$ cat config.mk
export PLATFORM = sky130hd
export DESIGN_NAME = traffic_gen_ld
export DESIGN_NICKNAME = d
export VERILOG_FILES = /design/src/rtl/traffic_gen_ld.sv
export SDC_FILE = /design/constraint.sdc
export NUM_CORES = 1
export LEC_CHECK = 0
export ABC_AREA = 0
export BUFFER_PORTS_ARGS = -buffer_cell sky130_fd_sc_hd__buf_2
export CELL_PAD_IN_SITES_DETAIL_PLACEMENT = 1
export CELL_PAD_IN_SITES_GLOBAL_PLACEMENT = 1
export CORE_ASPECT_RATIO = 1.4
export CORE_UTILIZATION = 40
export DETAILED_ROUTE_END_ITERATION = 16
export GPL_ROUTABILITY_DRIVEN = 0
export PLACE_DENSITY = 0.88
export SYNTH_ARGS = -nofsm -noshare
export SYNTH_HDL_FRONTEND = slang
export SYNTH_SLANG_ARGS = --single-unit
$ cat constraint.sdc
create_clock -name clk -period 5.38 [get_ports clk]
set_input_delay 1.076 -clock clk [delete_from_list [all_inputs] [get_ports clk]]
set_output_delay 1.076 -clock clk [all_outputs]
set_load 0.05 [all_outputs]
$ cat src/rtl/traffic_gen_ld.sv
// traffic_gen_ld: fills the transaction-layer FIFO datapath with a numbered word stream, then drains it and checks the counts
// Ports:
//   clk, reset_L                      clock, asynchronous active-low reset
//   start, word_count, umbral_*_in    run request plus per-run word count and thresholds (sampled on accepted start)
//   pause, can_pop                    main-FIFO back-pressure, per-destination non-empty flags
//   push, data_out                    word offered to the datapath (push is combinational from pause)
//   init, umbral_mf/vc/d              configuration strobe and latched thresholds
//   pop                               per-destination pop (combinational from can_pop while draining)
//   busy, done, error                 status: not idle, end-of-run pulse, sticky mismatch/timeout
//   pushed_cnt, popped_cnt            running word totals
module traffic_gen_ld #(
  parameter int BITNUMBER     = 6,
  parameter int NUM_DEST      = 2,
  parameter int CNT_W         = 16,
  parameter int WAIT_CYCLES   = 50,
  parameter int DRAIN_TIMEOUT = 64
) (
  input  logic                 clk,
  input  logic                 reset_L,
  input  logic                 start,
  input  logic [CNT_W-1:0]     word_count,
  input  logic [3:0]           umbral_mf_in,
  input  logic [3:0]           umbral_vc_in,
  input  logic [3:0]           umbral_d_in,
  input  logic                 pause,
  input  logic [NUM_DEST-1:0]  can_pop,
  output logic                 push,
  output logic [BITNUMBER-1:0] data_out,
  output logic                 init,
  output logic [3:0]           umbral_mf,
  output logic [3:0]           umbral_vc,
  output logic [3:0]           umbral_d,
  output logic [NUM_DEST-1:0]  pop,
  output logic                 busy,
  output logic                 done,
  output logic                 error,
  output logic [CNT_W-1:0]     pushed_cnt,
  output logic [CNT_W-1:0]     popped_cnt
);
  localparam int DW = $clog2(NUM_DEST);
  localparam int PW = BITNUMBER - DW - 1;
  localparam int WW = $clog2(WAIT_CYCLES + 1);
  localparam int TW = $clog2(DRAIN_TIMEOUT + 1);
  typedef enum logic [2:0] {S_IDLE, S_CONFIG, S_FILL, S_WAIT, S_DRAIN, S_DONE} state_t;
  state_t                r_state;
  logic [CNT_W-1:0]      r_word_count;
  logic [WW-1:0]         r_wait;
  logic [TW-1:0]         r_idle;
  logic [DW-1:0]         w_dest;
  logic [BITNUMBER-1:0]  w_next_word;
  logic [DW:0]           w_pop_n;
  logic [CNT_W:0]        w_pop_sum;
  logic [CNT_W-1:0]      w_popped_next;
  assign push = (r_state == S_FILL) && !pause;
  assign pop  = (r_state == S_DRAIN) ? can_pop : '0;
  assign w_dest = data_out[BITNUMBER-2 -: DW];
  // VC flips whenever the destination field wraps back to 0
  assign w_next_word = {data_out[BITNUMBER-1] ^ (w_dest == DW'(NUM_DEST - 1)), w_dest + 1'b1, data_out[PW-1:0] + 1'b1};
  always_comb begin
    w_pop_n = '0;
    for (int i = 0; i < NUM_DEST; i++) w_pop_n = w_pop_n + (DW+1)'(pop[i]);
  end
  assign w_pop_sum     = {1'b0, popped_cnt} + (CNT_W+1)'(w_pop_n);
  assign w_popped_next = w_pop_sum[CNT_W] ? '1 : w_pop_sum[CNT_W-1:0];
  always_ff @(posedge clk or negedge reset_L) begin
    if (!reset_L) begin
      r_state      <= S_IDLE;
      r_word_count <= '0;
      r_wait       <= '0;
      r_idle       <= '0;
      data_out     <= '0;
      init         <= 1'b0;
      umbral_mf    <= '0;
      umbral_vc    <= '0;
      umbral_d     <= '0;
      busy         <= 1'b0;
      done         <= 1'b0;
      error        <= 1'b0;
      pushed_cnt   <= '0;
      popped_cnt   <= '0;
    end else begin
      case (r_state)
        S_IDLE: if (start) begin
          r_state      <= S_CONFIG;
          r_word_count <= word_count;
          umbral_mf    <= umbral_mf_in;
          umbral_vc    <= umbral_vc_in;
          umbral_d     <= umbral_d_in;
          data_out     <= BITNUMBER'(1);
          pushed_cnt   <= '0;
          popped_cnt   <= '0;
          error        <= 1'b0;
          init         <= 1'b1;
          busy         <= 1'b1;
        end
        S_CONFIG: begin
          init    <= 1'b0;
          r_wait  <= '0;
          r_state <= (r_word_count == '0) ? S_WAIT : S_FILL;
        end
        S_FILL: if (push) begin
          pushed_cnt <= pushed_cnt + 1'b1;
          data_out   <= w_next_word;
          if (pushed_cnt + 1'b1 == r_word_count) r_state <= S_WAIT;
        end
        S_WAIT: begin
          r_wait <= r_wait + 1'b1;
          r_idle <= '0;
          if (r_wait == WW'(WAIT_CYCLES - 1)) r_state <= S_DRAIN;
        end
        S_DRAIN: begin
          popped_cnt <= w_popped_next;
          r_idle     <= (pop == '0) ? r_idle + 1'b1 : '0;
          // an over-pop is flagged at once but the drain keeps running until it goes quiet
          if (w_popped_next > pushed_cnt) error <= 1'b1;
          if (w_popped_next == pushed_cnt) begin
            r_state <= S_DONE;
            done    <= 1'b1;
          end else if (pop == '0 && r_idle == TW'(DRAIN_TIMEOUT - 1)) begin
            r_state <= S_DONE;
            done    <= 1'b1;
            error   <= 1'b1;
          end
        end
        S_DONE: begin
          done    <= 1'b0;
          busy    <= 1'b0;
          r_state <= S_IDLE;
        end
        default: r_state <= S_IDLE;
      endcase
    end
  end
endmodule

==> results.md <==
* CP Data Required Time at 5.61 ns
* R2R depth at 19
* Final core occ at 48.4%
* Hold Vio Cnt, Final at 0
* Yosys top cell by area: dfrtp_1
* Min-Delay Startpoint: umbral_vc[1]$_DFFE_PN0P_
* Seq/Total Area, Yosys at approximately two fifths
* CP Class: flip-flop to flip-flop
* List of most frequent post-synthesis cells: nand2_1 (139), dfrtp_1 (86), o21ai_0 (51)
* Critical-path cell list: nor2b_1, and2_1, nand2_1, fa_1, inv_1, ha_1, nand3_1, nor3_2, and3_1, nand3_2, nand2_1, ha_1, a21o_1, a21o_1, a21oi_1, nor2_1, a2111oi_0, o21ai_0, a22o_1
* Share of cells above drive strength 1 at 17.4%
* TritonCTS Buffers at 9
* Post-synth EDFFs at 0
* Global-route wire length before repair at 26.7 mm
* Height of the chip at 136 um
* VDD IR max at ~0.0003 V
* Total track usage at between 20% and 30%
* Die footprint at around 13,000 um^2
* Status: finished, violations left
* Slew Viols, Final at 0
* Post-route minimum period at 4.89 ns
* CTS Buffer Depth at 2
* Slew @ Worst Pin at 1.15 ns
* Most used flip-flop cell after synthesis: dfrtp_1
* Post-CTS setup buffers at 0
* Dpl hpwl at 11.5 mm
* Setup Viol. Count Final at 0
* Count leader, synth: nand2_1
* Final WL at about 16 mm
* Routed Antenna Nets at 0
* Synth Register Bits at 86
* Area occupied by multi-input gates at between 2000 and 3000 um^2
* Top Ports at 91
* Ys async rst share at 100%
* FP Rows at 48
* Fmax at 204 MHz
* DR vias at ~5k
* CTS tree: built
* Unrepaired setup endpoints after global routing: false
* Worst Hold Class: flip-flop to flip-flop
* Worst Path Arrival at 5.12 ns
* TritonRoute pass-1 iters at 10
* WL per Instance at 19.2 um
* Number of global-route vias before repair at 5,401
* Final Cycle Share at 91.0%
* Syn Inst Count at just over 600
* Max-cap violations at 0
* Synth Area per Inst at 8.40 um^2
* CP startpoint kind: flip-flop
* Die extent in x at 97.8 um
* Total power at 2.94 mW
* Fillers at 1,525
* CP max-delay cell: dfrtp_1
* Top-area cell type share of the netlist area at 41.9%
* CP Capture Type: flip-flop
* Critical Path Max Stage Delay at between 0.5 and 0.6 ns
* DR iter-0 viols at about 250
* Largest net degree at the start of global routing at 58
* Core box area at between 10,000 and 15,000 um^2
* Initial Utilization at between 40% and 50%
* Syn Nets at 668
* Root Buffer: clkbuf_16
* Crit path to: error$_DFFE_PN0P_
* Post-layout net count at between 700 and 800
* Failing checks: DRC
* End of the worst register-to-register path: error$_DFFE_PN0P_
* Skew final at 0.00678 ns
* Slew Limit Headroom at 23.1%
* Synth cell types at 55
* PortBufs at 90
* Crit-path max FO at 11
* GRT overflow at 0
* Area contributors post-synth: dfrtp_1 (42%), nand2_1 (10%), ha_1 (5.4%), o21ai_0 (5.0%), nor2_1 (3.5%)
* Fin Setup TNS at 0 ns
* Hold depth at 2
* Synth Cell Area at 5130 um^2
* FF/Latch Area at roughly 2200 um^2
* Lkg Pwr at 2.99 nW
* Clk slew on worst S/H paths at 0.07 ns
* H-tree Lvls at 3
* Vias per inst at between 5 and 6
* Clock Latency Late Sink at 0.35 ns
* Initial antenna violation count at 0
* Clock sink count at 86
* Flop2flop setup slack at 0.49 ns
* CTS Hold Bufs at 0
* Number of synthesis warnings at 0
* Cell Pwr Density at 488 nW/um^2
* CP startpoint: r_state[2]$_DFFE_PN0P_
* # diodes at 0
* Layout area overhead at 17.3%
* # resized after CTS at 0
* RR Startpoint: r_state[2]$_DFFE_PN0P_
* Remaining DRCs at 12
-- worst max-delay path, delay by kind of cell, from the launching register on --
kind | cells | cell delay (ns)
AND/OR/NAND/NOR | 9 | 1.93
adder cells (fa/ha/maj) | 3 | 0.95
AO/OA/AOI/OAI | 6 | 1.24
buffers and inverters | 1 | 0.07
flip-flops | 1 | 0.56
-- sequential cells by signal, indices dropped and copies added, names as in the netlist --
| register | count |
|---|---|
| popped_cnt | 16 |
| pushed_cnt | 16 |
| r_word_count | 16 |
| r_idle | 7 |
| data_out | 6 |
| r_wait | 6 |
| umbral_d | 4 |
| umbral_mf | 4 |
| umbral_vc | 4 |
| r_state | 3 |
| busy | 1 |
| done | 1 |
| error | 1 |
| init | 1 |
-- per-layer routing --
metal / vias to the layer above / share of wire [%] / track usage [%]
met1: 2479 / 39 / 27.9
met5: - / 0 / 0.385
met2: 154 / 53 / 46.1
li1: 2290 / - / -
met3: 61 / 4.1 / 4.99
met4: 0 / 4.7 / 14.8
-- how the worst min path moves through the flow --
stage                                          end  slack (ns)
after CTS                 umbral_vc[1]$_DFFE_PN0P_        0.48
after global placement     umbral_d[2]$_DFFE_PN0P_        0.46
after global routing      umbral_mf[3]$_DFFE_PN0P_        0.51
after floorplan              r_idle[6]$_DFFE_PN0P_        0.46
final                     umbral_vc[1]$_DFFE_PN0P_        0.48
after detailed placement  umbral_vc[1]$_DFFE_PN0P_        0.46
-- power breakdown --
group / switching [mW] / leakage [nW] / total [mW] / internal [mW]
sequential: 0.218 / 1.12 / 1.04 / 0.821
combinational: 0.847 / 1.71 / 1.21 / 0.362
clock: 0.270 / 0.160 / 0.691 / 0.421
total: 1.33 / 2.99 / 2.94 / 1.60
-- layout by cell type (no fill, tap or decap), types with 6 or more instances in the layout --
| master | instances |
|---|---|
| nand2b_1 | 7 |
| nor4_1 | 10 |
| and3_1 | 13 |
| xor2_1 | 16 |
| a21oi_1 | 27 |
| buf_2 | 89 |
| inv_1 | 23 |
| nand3_1 | 16 |
| clkbuf_16 | 9 |
| buf_4 | 7 |
| ha_1 | 22 |
| o31ai_1 | 6 |
| xnor2_1 | 16 |
| nand4_1 | 12 |
| nor2_1 | 48 |
| dfrtp_1 | 86 |
| nand2_1 | 139 |
| nor3_1 | 12 |
| a31oi_1 | 7 |
| o21ai_0 | 51 |
| o21a_1 | 7 |
| a22o_1 | 7 |
| a311oi_1 | 7 |
-- metrics by stage --
| step | std cells | setup slack, ns | instance area, um^2 | hold WS [ns] |
|---|---|---|---|---|
| 2_1_floorplan | 611 | 0.802 | 5130 | 0.456 |
| 3_3_place_gp | 829 | 0.623 | 5690 | 0.456 |
| 3_5_place_dp | 829 | 0.412 | 5690 | 0.464 |
| 4_1_cts | 845 | 0.436 | 6020 | 0.481 |
| 5_1_grt | 845 | 0.115 | 6020 | 0.511 |
| 6_report | 845 | 0.486 | 6020 | 0.476 |
-- cell type report --
class | count | area share [%]
Timing Repair Buffer | 96 | 8.27
Clock buffer | 11 | 4.03
Tap cell | 150 | 3.12
Sequential cell | 86 | 35.7
Clock inverter | 5 | 1.37
Multi-Input combinational cell | 473 | 46.0
Inverter | 24 | 1.50
-- cell families (layout without fill, tap and decap cells) --
family                   after synthesis  count (layout)  synth area share, %
AO/OA/AOI/OAI                        134             134                 16.3
flip-flops                            86              86                 41.9
multiplexers                           3               3                0.609
buffers and inverters                 52             136                 4.29
XOR/XNOR                              32              32                 5.46
AND/OR/NAND/NOR                      281             281                 25.7
adder cells (fa/ha/maj)               23              23                 5.75
Note: power is estimated with default switching activity, not from simulation.
